$ cat src/rtl/pc_fetch_stage_if.sv
// Bundle of the fetch-stage control, target and IF/ID signals.
// Only the scalar clock and reset stay outside it, as plain module ports.
//
// Handshake: IF_ID_Valid qualifies the IF/ID register. When it is 1, IF_ID_Instr
// and IF_ID_PCPlus4 hold a real fetched instruction. When it is 0, they hold a
// bubble, which is all zeros. Stall is the only backpressure, and it holds both
// the PC and IF/ID. Redirect is combinational and reports that a redirect is
// being applied on the coming edge.
`timescale 1ns/1ps
interface pc_fetch_stage_if;
  logic        Stall;
  logic        Flush;
  logic        BranchTaken;
  logic [31:0] BranchTarget;
  logic        Jump;
  logic [31:0] JumpPC;
  logic        JumpReg;
  logic [31:0] JumpRegTarget;
  logic [31:0] InstrIn;
  logic [31:0] PC;
  logic [31:0] IF_ID_Instr;
  logic [31:0] IF_ID_PCPlus4;
  logic        IF_ID_Valid;
  logic [3:0]  PCUpper;
  logic        Redirect;
  logic        AlignErr;
  // Debug view of the fetch FSM: 0 = BOOT, 1 = RUN, 2 = FAULT.
  logic [1:0]  DbgState;

  // Fetch stage side.
  modport slave (
    input  Stall, Flush, BranchTaken, BranchTarget, Jump, JumpPC,
           JumpReg, JumpRegTarget, InstrIn,
    output PC, IF_ID_Instr, IF_ID_PCPlus4, IF_ID_Valid, PCUpper,
           Redirect, AlignErr, DbgState
  );

  // Hazard unit, decode and instruction memory side.
  modport master (
    output Stall, Flush, BranchTaken, BranchTarget, Jump, JumpPC,
           JumpReg, JumpRegTarget, InstrIn,
    input  PC, IF_ID_Instr, IF_ID_PCPlus4, IF_ID_Valid, PCUpper,
           Redirect, AlignErr, DbgState
  );
endinterface

$ cat src/rtl/pc_fetch_stage.sv
// MIPS fetch stage. It holds the program-counter register, selects the next PC
// and owns the IF/ID pipeline register.
//
// Optional feature macro: PC_ALIGN_CHECK_EN.
//   Defined:   a redirect to a target with [1:0] != 00 freezes the stage in FAULT
//              and raises AlignErr. Only reset leaves FAULT.
//   Undefined: the low two bits of the selected target are cleared before the
//              target is loaded, FAULT is never reached, and AlignErr is 0.
`timescale 1ns/1ps
module pc_fetch_stage #(
  parameter logic [31:0] RESET_PC = 32'h0000_0000,
  parameter logic [31:0] PC_INC   = 32'd4
) (
  input  logic              Clk,
  input  logic              Rst_n,
  pc_fetch_stage_if.slave   bus
);

  typedef enum logic [1:0] {
    ST_BOOT  = 2'd0,
    ST_RUN   = 2'd1,
    ST_FAULT = 2'd2
  } state_e;

  state_e      state_q, state_d;
  logic [31:0] pc_q, pc_d;
  logic [31:0] instr_q, instr_d;
  logic [31:0] pcp4_q, pcp4_d;
  logic        valid_q, valid_d;

  logic        redirect;
  logic [31:0] sel_target;
  logic [31:0] load_target;
  logic [31:0] pc_plus_inc;
  logic        target_misaligned;

  // Control inputs only act in RUN. BOOT and FAULT ignore them entirely.
  assign redirect = (state_q == ST_RUN) &&
                    (bus.JumpReg || bus.Jump || bus.BranchTaken);

  // Select the target by fixed priority: JR first, then J/JAL, then a taken branch.
  always_comb begin
    sel_target = bus.BranchTarget;
    if (bus.JumpReg) begin
      sel_target = bus.JumpRegTarget;
    end else if (bus.Jump) begin
      sel_target = bus.JumpPC;
    end
  end

  // Clearing the low bits is harmless when the alignment check is enabled,
  // because a misaligned target is never loaded in that build.
  assign load_target = sel_target & ~32'h0000_0003;

  // Sequential increment wraps modulo 2^32 and raises no flag.
  assign pc_plus_inc = pc_q + PC_INC;

`ifdef PC_ALIGN_CHECK_EN
  assign target_misaligned = (sel_target[1:0] != 2'b00);
`else
  assign target_misaligned = 1'b0;
`endif

  // FSM state register.
  always_ff @(posedge Clk or negedge Rst_n) begin
    if (!Rst_n) begin
      state_q <= ST_BOOT;
    end else begin
      state_q <= state_d;
    end
  end

  // FSM next state. BOOT lasts exactly one edge and FAULT is sticky.
  always_comb begin
    state_d = state_q;
    unique case (state_q)
      ST_BOOT:  state_d = ST_RUN;
      ST_RUN:   if (redirect && target_misaligned) state_d = ST_FAULT;
      ST_FAULT: state_d = ST_FAULT;
      default:  state_d = ST_BOOT;
    endcase
  end

  // FSM outputs: next values of the PC and IF/ID, applied in priority order.
  always_comb begin
    pc_d    = pc_q;
    instr_d = instr_q;
    pcp4_d  = pcp4_q;
    valid_d = valid_q;
    unique case (state_q)
      ST_RUN: begin
        if (redirect) begin
          // A redirect overrides both Stall and Flush.
          instr_d = 32'h0000_0000;
          pcp4_d  = 32'h0000_0000;
          valid_d = 1'b0;
          if (!target_misaligned) begin
            pc_d = load_target;
          end
        end else if (bus.Stall) begin
          // Hold the PC and IF/ID unchanged.
          pc_d = pc_q;
        end else if (bus.Flush) begin
          pc_d    = pc_plus_inc;
          instr_d = 32'h0000_0000;
          pcp4_d  = 32'h0000_0000;
          valid_d = 1'b0;
        end else begin
          pc_d    = pc_plus_inc;
          instr_d = bus.InstrIn;
          pcp4_d  = pc_plus_inc;
          valid_d = 1'b1;
        end
      end
      default: begin
        // BOOT and FAULT keep the PC where it is and feed bubbles to decode.
        instr_d = 32'h0000_0000;
        pcp4_d  = 32'h0000_0000;
        valid_d = 1'b0;
      end
    endcase
  end

  // PC and IF/ID registers. Reset clears them at once, without waiting for a clock.
  always_ff @(posedge Clk or negedge Rst_n) begin
    if (!Rst_n) begin
      pc_q    <= RESET_PC;
      instr_q <= 32'h0000_0000;
      pcp4_q  <= 32'h0000_0000;
      valid_q <= 1'b0;
    end else begin
      pc_q    <= pc_d;
      instr_q <= instr_d;
      pcp4_q  <= pcp4_d;
      valid_q <= valid_d;
    end
  end

`ifdef PC_ALIGN_CHECK_EN
  logic align_err_q, align_err_d;

  // AlignErr latches on the misaligned redirect and only reset clears it.
  always_comb begin
    align_err_d = align_err_q | (redirect & target_misaligned);
  end

  // Sticky fault flag register.
  always_ff @(posedge Clk or negedge Rst_n) begin
    if (!Rst_n) begin
      align_err_q <= 1'b0;
    end else begin
      align_err_q <= align_err_d;
    end
  end

  assign bus.AlignErr = align_err_q;
`else
  assign bus.AlignErr = 1'b0;
`endif

  assign bus.PC            = pc_q;
  assign bus.IF_ID_Instr   = instr_q;
  assign bus.IF_ID_PCPlus4 = pcp4_q;
  assign bus.IF_ID_Valid   = valid_q;
  assign bus.PCUpper       = pcp4_q[31:28];
  assign bus.Redirect      = redirect;
  assign bus.DbgState      = state_q;

endmodule
$ cat src/flat_wrapper.sv
// flat-port wrapper written by rule: the top's interface ports become plain ports
module pc_fetch_stage_flat 
#(
  parameter logic [31:0] RESET_PC = 32'h0000_0000,
  parameter logic [31:0] PC_INC   = 32'd4
)
  (Clk, Rst_n, bus_Stall, bus_Flush, bus_BranchTaken, bus_BranchTarget, bus_Jump, bus_JumpPC, bus_JumpReg, bus_JumpRegTarget, bus_InstrIn, bus_PC, bus_IF_ID_Instr, bus_IF_ID_PCPlus4, bus_IF_ID_Valid, bus_PCUpper, bus_Redirect, bus_AlignErr, bus_DbgState);
  pc_fetch_stage_if bus_i ();
  input  logic Clk;
  input  logic Rst_n;
  input wire logic [$bits(bus_i.Stall)-1:0] bus_Stall;
  input wire logic [$bits(bus_i.Flush)-1:0] bus_Flush;
  input wire logic [$bits(bus_i.BranchTaken)-1:0] bus_BranchTaken;
  input wire logic [$bits(bus_i.BranchTarget)-1:0] bus_BranchTarget;
  input wire logic [$bits(bus_i.Jump)-1:0] bus_Jump;
  input wire logic [$bits(bus_i.JumpPC)-1:0] bus_JumpPC;
  input wire logic [$bits(bus_i.JumpReg)-1:0] bus_JumpReg;
  input wire logic [$bits(bus_i.JumpRegTarget)-1:0] bus_JumpRegTarget;
  input wire logic [$bits(bus_i.InstrIn)-1:0] bus_InstrIn;
  output wire logic [$bits(bus_i.PC)-1:0] bus_PC;
  output wire logic [$bits(bus_i.IF_ID_Instr)-1:0] bus_IF_ID_Instr;
  output wire logic [$bits(bus_i.IF_ID_PCPlus4)-1:0] bus_IF_ID_PCPlus4;
  output wire logic [$bits(bus_i.IF_ID_Valid)-1:0] bus_IF_ID_Valid;
  output wire logic [$bits(bus_i.PCUpper)-1:0] bus_PCUpper;
  output wire logic [$bits(bus_i.Redirect)-1:0] bus_Redirect;
  output wire logic [$bits(bus_i.AlignErr)-1:0] bus_AlignErr;
  output wire logic [$bits(bus_i.DbgState)-1:0] bus_DbgState;
  assign bus_i.Stall = bus_Stall;
  assign bus_i.Flush = bus_Flush;
  assign bus_i.BranchTaken = bus_BranchTaken;
  assign bus_i.BranchTarget = bus_BranchTarget;
  assign bus_i.Jump = bus_Jump;
  assign bus_i.JumpPC = bus_JumpPC;
  assign bus_i.JumpReg = bus_JumpReg;
  assign bus_i.JumpRegTarget = bus_JumpRegTarget;
  assign bus_i.InstrIn = bus_InstrIn;
  assign bus_PC = bus_i.PC;
  assign bus_IF_ID_Instr = bus_i.IF_ID_Instr;
  assign bus_IF_ID_PCPlus4 = bus_i.IF_ID_PCPlus4;
  assign bus_IF_ID_Valid = bus_i.IF_ID_Valid;
  assign bus_PCUpper = bus_i.PCUpper;
  assign bus_Redirect = bus_i.Redirect;
  assign bus_AlignErr = bus_i.AlignErr;
  assign bus_DbgState = bus_i.DbgState;
  pc_fetch_stage #(.RESET_PC(RESET_PC), .PC_INC(PC_INC)) u_core (.Clk(Clk), .Rst_n(Rst_n), .bus(bus_i));
endmodule
$ cat config.mk
export PLATFORM = sky130hd
export DESIGN_NAME = pc_fetch_stage_flat
export DESIGN_NICKNAME = d
export VERILOG_FILES = /design/src/rtl/pc_fetch_stage_if.sv /design/src/rtl/pc_fetch_stage.sv /design/src/flat_wrapper.sv
export SDC_FILE = /design/constraint.sdc
export NUM_CORES = 1
export LEC_CHECK = 0
export ABC_AREA = 1
export CORE_MARGIN = 2
export CORE_UTILIZATION = 38
export CTS_CLUSTER_DIAMETER = 30
export DETAILED_ROUTE_END_ITERATION = 8
export PLACE_DENSITY = 0.77
export SLEW_MARGIN = 20
export SYNTH_ARGS = -nofsm -noshare
export SYNTH_HDL_FRONTEND = slang
export SYNTH_SLANG_ARGS = --single-unit
$ cat constraint.sdc
create_clock -name Clk -period 1.4 [get_ports Clk]
set_input_delay 0.28 -clock Clk [delete_from_list [all_inputs] [get_ports Clk]]
set_output_delay 0.28 -clock Clk [all_outputs]
set_load 0.1 [all_outputs]
==> run_results.csv <==
group,metric,value,unit
run_status,run_status,"finished with violations",
run_status,violations,"setup timing",
final_layout,seq_area,2490,µm²
setup_path,r2r_slack,-470,ps
final_layout,nets,1218,
timing,period_share,134,%
detailed_routing,vias,7011,
final_layout,final_area,11100,µm²
clocking,clk_pin_slew_worst_paths,80,ps
clocking,h-tree-depth,3,
final_layout,final_core_util,80.1,%
setup_path,max_stage_delay,460,ps
floorplan,die_height,123,µm
pwr,p_leak,5.07,nW
worst_hold_path,hold_class,"input port to asynchronous set/reset pin",
grt,overflow,0,
clocking,tritoncts,"done",
setup_path,crit_fanout,4,
synthesis,synth_top_family_by_area,"simple AND/OR/NAND/NOR gates",
detailed_routing,drt_iter0_drc,926,
setup_path,crit_family,"simple AND/OR/NAND/NOR gates",
final_layout,syn_to_final_growth,106,%
clocking,clk_latency,360,ps
timing,timing.final.setup_violations,117,
grt,grt.total_usage,28.8,%
clocking,cts_sinks,96,
synthesis,netlist_area,5370,µm²
setup_path,cp.required,1650,ps
floorplan,start_util,38.8,%
timing,fin_skew,8.75,ps
timing,setup_slack,-473,ps
floorplan,die_area,15100,µm²
synthesis,yosys.area_share.adder,0.233,%
setup_path,path_cells,"nand2_1 > nor2_1 > nand2_1 > nor2_2 > nand2_1 > nand2_1 > nand3_1 > nand2_1 > nand2_1",
timing,whs,307,ps
synthesis,yosysWarnings,0,
final_layout,fillers,744,
setup_path,start_kind,"flop",
timing,rsz0062_at_grt,"yes",
grt,antenna_found_initial,0,
setup_path,crit_buf_inv,0,
timing,layout_min_cycle_time,1870,ps
place,dp_hpwl,15100,µm
synthesis,ys_ff_latch,96,
floorplan,die_w,123,µm
grt,grt_pass1_vias,6483,
setup_path,critPathCaptureType,"flop",
place,place.gp.congestion,0.990,
synthesis,postSynthCellCount,745,
detailed_routing,firstDrtPassIters,6,
timing,slew_violations,0,
place,port_buffers,230,
setup_path,path_class,"flop to flop",
synthesis,seq_area_frac_synth,44.8,%
synthesis,ys_types,29,
setup_path,arrival,2120,ps
synthesis,synth.area.mux_share,0,%
final_layout,final_cell_mix,"nand2_1 (247), clkdlybuf4s50_1 (126), buf_12 (111)",
pwr,power_density,860,nW/µm²
synthesis,synth_compound_area_share,14.3,%
final_layout,antennaDiodeCount,0,
timing,setup_tns,-24770,ps
floorplan,fp.coreArea,13800,µm²
floorplan,rows,43,
detailed_routing,via_per_inst,5.53,
clocking,cts_buffers,9,
pwr,p_total,0.00953,W
final_layout,layout-drive-gt1-share,36.7,%
detailed_routing,drcViolationCount,0,
setup_path,crit_slowest_cell,"dfrtp_4",
final_layout,mostFrequentLayoutCell,"nand2_1",
grt,grt_max_degree,58,
detailed_routing,routedWlPerCell,19.5,µm
timing,fmax,534,MHz
timing,finalHoldViolCount,0,
synthesis,synth-simple-area-share,32.1,%
synthesis,synth.avg_cell_area,7.20,µm²
clocking,cts_root_buf,"clkbuf_16",
clocking,cts_max_path_buffers,2,
pwr,max-vdd-ir-drop,0.000697,V
synthesis,synth_xor_area_share,1.14,%
job,cap_violations,0,
place,placed_cell_area,9590,µm²
floorplan,io_pins,240,
setup_path,cpMostUsedCell,"nand2_1",
detailed_routing,drt-total-wl,24800,µm
grt,grt_pass1_wl,33600,µm
final_layout,multiInputGateArea,3010,µm²
detailed_routing,final_antenna_net_count,0,
[per-layer routing]
metal | routed length (µm) | global-route usage (%) | vias up | share of wire (%)
met3 | 2570 | 6.88 | 142 | 10
met5 | 0 | 0 | - | 0
met2 | 11900 | 48.1 | 532 | 48
met4 | 1370 | 11.0 | 0 | 5.5
met1 | 8920 | 35.9 | 3260 | 36
li1 | - | - | 3077 | -
[per-stage QoR]
step / setup WS [ps] / instances
6_report: -473 / 1267
5_1_grt: -530 / 1267
4_1_cts: -317 / 1247
3_5_place_dp: -576 / 1197
3_3_place_gp: -542 / 1197
2_1_floorplan: -287 / 747
[final cells by class]
class / count / share of cell area (%)
Tap cell: 180 / 2.03
Inverter: 44 / 1.90
Clock inverter: 7 / 0.757
Sequential cell: 96 / 22.5
Clock buffer: 9 / 2.03
Timing Repair inverter: 1 / 0.147
Multi-Input combinational cell: 564 / 27.1
Timing Repair Buffer: 366 / 43.5
[what timing repair did]
item,CTS,global route
hold buffers,1,0
gates cloned,6,6
setup buffers,31,23
endpoints found under the hold margin,10,0
pin swaps,8,18
endpoints found under the setup margin,113,119
resized for setup,80,104
[state kept, by name, summed over array words and instances (netlist names)]
register	cells
u_core.bus.PC	30
u_core.bus.IF_ID_PCPlus4	31
u_core.bus.DbgState	2
u_core.bus.IF_ID_Valid	1
u_core.bus.IF_ID_Instr	32
[power breakdown]
group,switching (W),internal [W]
Clock,0.00128,0.00128
Sequential,0.000198,0.00295
Combinational,0.00222,0.00160
[cell usage after synthesis]
library cell	number	area, µm²
buf_1	1	3.75
nand3_1	46	230
nor2_1	86	323
clkbuf_1	12	45.0
inv_1	34	128
buf_4	13	97.6
nand2_2	1	6.26
nor2_4	1	11.3
xnor2_1	5	43.8
o21ai_0	43	215
nand2_1	280	1050
nand3b_1	4	30.0
ha_1	1	12.5
nor2_2	5	31.3
dfrtp_1	96	2400
nand2_4	1	11.3
buf_2	17	85.1
inv_2	10	37.5
a31oi_1	3	18.8
nor3_1	1	5.00
a21oi_2	1	8.76
xor2_1	2	17.5
o21ai_1	15	75.1
a21oi_1	26	130
nand3_2	1	10.0
conb_1	1	3.75
nand4_1	2	12.5
a22o_1	34	298
o211ai_1	3	22.5
[worst paths after layout]
path,startpoint,end,cells after the start
hold / removal,Rst_n,u_core.bus.IF_ID_PCPlus4[19],2
hold reg to reg,u_core.bus.IF_ID_PCPlus4[23],u_core.bus.IF_ID_PCPlus4[23],2
setup / recovery,u_core.bus.PC[17],u_core.bus.PC[28],9
min in group Clk,bus_InstrIn[8],u_core.bus.IF_ID_Instr[8],2
max in group asynchronous,Rst_n,u_core.bus.PC[3],3
setup reg to reg,u_core.bus.PC[17],u_core.bus.PC[28],9
[logic make-up after synthesis]
| group | Yosys count |
|---|---|
| AO/OA/AOI/OAI | 125 |
| XOR/XNOR | 7 |
| buffers and inverters | 87 |
| flip-flops | 96 |
| AND/OR/NAND/NOR | 428 |
| adder cells (fa/ha/maj) | 1 |
| other | 1 |
No activity file was read; power rests on OpenSTA's default activity.
==> RTL edit, RTL diff (same flow settings) <==
Build with the macro `PC_ALIGN_CHECK_EN` defined.
--- a/src/rtl/pc_fetch_stage.sv
+++ b/src/rtl/pc_fetch_stage.sv
@@ -7,6 +7,8 @@
 //   Undefined: the low two bits of the selected target are cleared before the
 //              target is loaded, FAULT is never reached, and AlignErr is 0.
 `timescale 1ns/1ps
+`define PC_ALIGN_CHECK_EN
+
 module pc_fetch_stage #(
   parameter logic [31:0] RESET_PC = 32'h0000_0000,
   parameter logic [31:0] PC_INC   = 32'd4
Function: changed (a bounded check fails within 4 cycles, from zero or initial values and one cycle with Rst_n low).
==> RTL edit against the original RTL <==
The flow still finishes with violations (setup timing); critical endpoint is now u_core.bus.PC[23]; worst setup slack better by 0.067 ns; clock skew hardly changed; sequential cell count is 1 higher; cell area is 3.1% higher; area after synthesis is 2.3% higher; synthesized cell count is 2.3% higher; routed wire length is 0.97% higher.
Power is not compared: it rests on default switching activity, and its combinational part moved more than twofold at a synthesized area within 25%.
==> RTL edit: results <==
metrics = {
    "timing": {
        "fin_hold_ws_ns": 0.394,
        "finalClockSkew_ns": 0.00855,
        "setup_viol": 113,
        "setup_ws_ns": -0.405,
    },
    "placement": {
        "hpwlAfterDp_um": 15600,
        "routabilityCongestion": 0.926,
        "port_buffers": 237,
        "dp_cells": 1222,
        "dpl_cell_area_mm2": 0.00982,
    },
    "yosys": {
        "synth_commonest_cells": "nand2_1 (299), dfrtp_1 (97), nor2_1 (93), o21ai_0 (47), nand3_1 (45)",
        "syn_avg_cell_area_um2": 7.21,
        "yosysUniqueCellTypes": 31,
    },
    "global_routing": {
        "grt_use_met2": 0.468,
        "grt_pass1_vias": 6663,
        "grt_first_pass_wirelength_um": 34200,
        "grt_util_met1": 0.345,
        "grt_use_total": 0.277,
        "grt_max_degree": 32,
    },
    "final_layout": {
        "fillers": 830,
        "buf_share": 0.436,
        "multi_input_gates": 585,
        "regArea_mm2": 0.00251,
        "n_all_inverters": 38,
        "drive_gt1_frac": 0.376,
        "syn_to_final_growth_pct": 108,
        "multi_input_area_mm2": 0.00324,
        "clkbuf_count": 10,
        "buffers": 372,
        "flops_and_latches": 97,
    },
    "setup_path": {
        "timing.rr.end": "u_core.bus.PC[23]",
        "worstReg2RegStart": "u_core.bus.PC[11]",
        "crit_path_max_fanout": 3,
        "endpoint": "u_core.bus.PC[23]",
        "reg2regPathDepth": 10,
        "worstPathArrival_ns": 2.05,
    },
    "detailed_routing": {
        "drtIter0Drc": 767,
        "wl_per_cell_um": 19.4,
        "met3_length_um": 2280,
        "wl_met1_um": 9280,
        "via_count": 7088,
    },
    "status": {
        "status": "finished with violations",
        "violations": "setup timing",
    },
}
## RTL edit: cells by family (layout without fill, tap and decap cells)
| logic type | Yosys count | count (layout) | synth area share |
|---|---|---|---|
| other cells | 1 | 2 | 0.000683 |
| xor+xnor | 4 | 4 | 0.00638 |
| simple gates | 459 | 459 | 0.339 |
| fa+ha+maj | 3 | 3 | 0.00684 |
| compound gates | 117 | 117 | 0.138 |
| buf+inv | 81 | 426 | 0.0668 |
| flops | 97 | 97 | 0.442 |
## RTL edit: what timing repair did
item                                   4_1_cts  5_1_grt
cloned                                       6        9
endpoints found under the hold margin       18        0
setup endpoints to repair                  112      114
resized for setup                           62      159
pin swaps                                    7       49
buffers inserted                            26       20
hold buffers                                 1        0
## RTL edit: worst max-delay path, stage by stage (launching register included)
cell	delay (ns)
dfrtp_4	0.45
nand2_2	0.11
nor2_4	0.17
nand2_1	0.09
nor2_2	0.16
buf_4	0.15
nand2_1	0.06
nand2_1	0.14
nand3_1	0.17
nand2_1	0.13
nand2_1	0.06
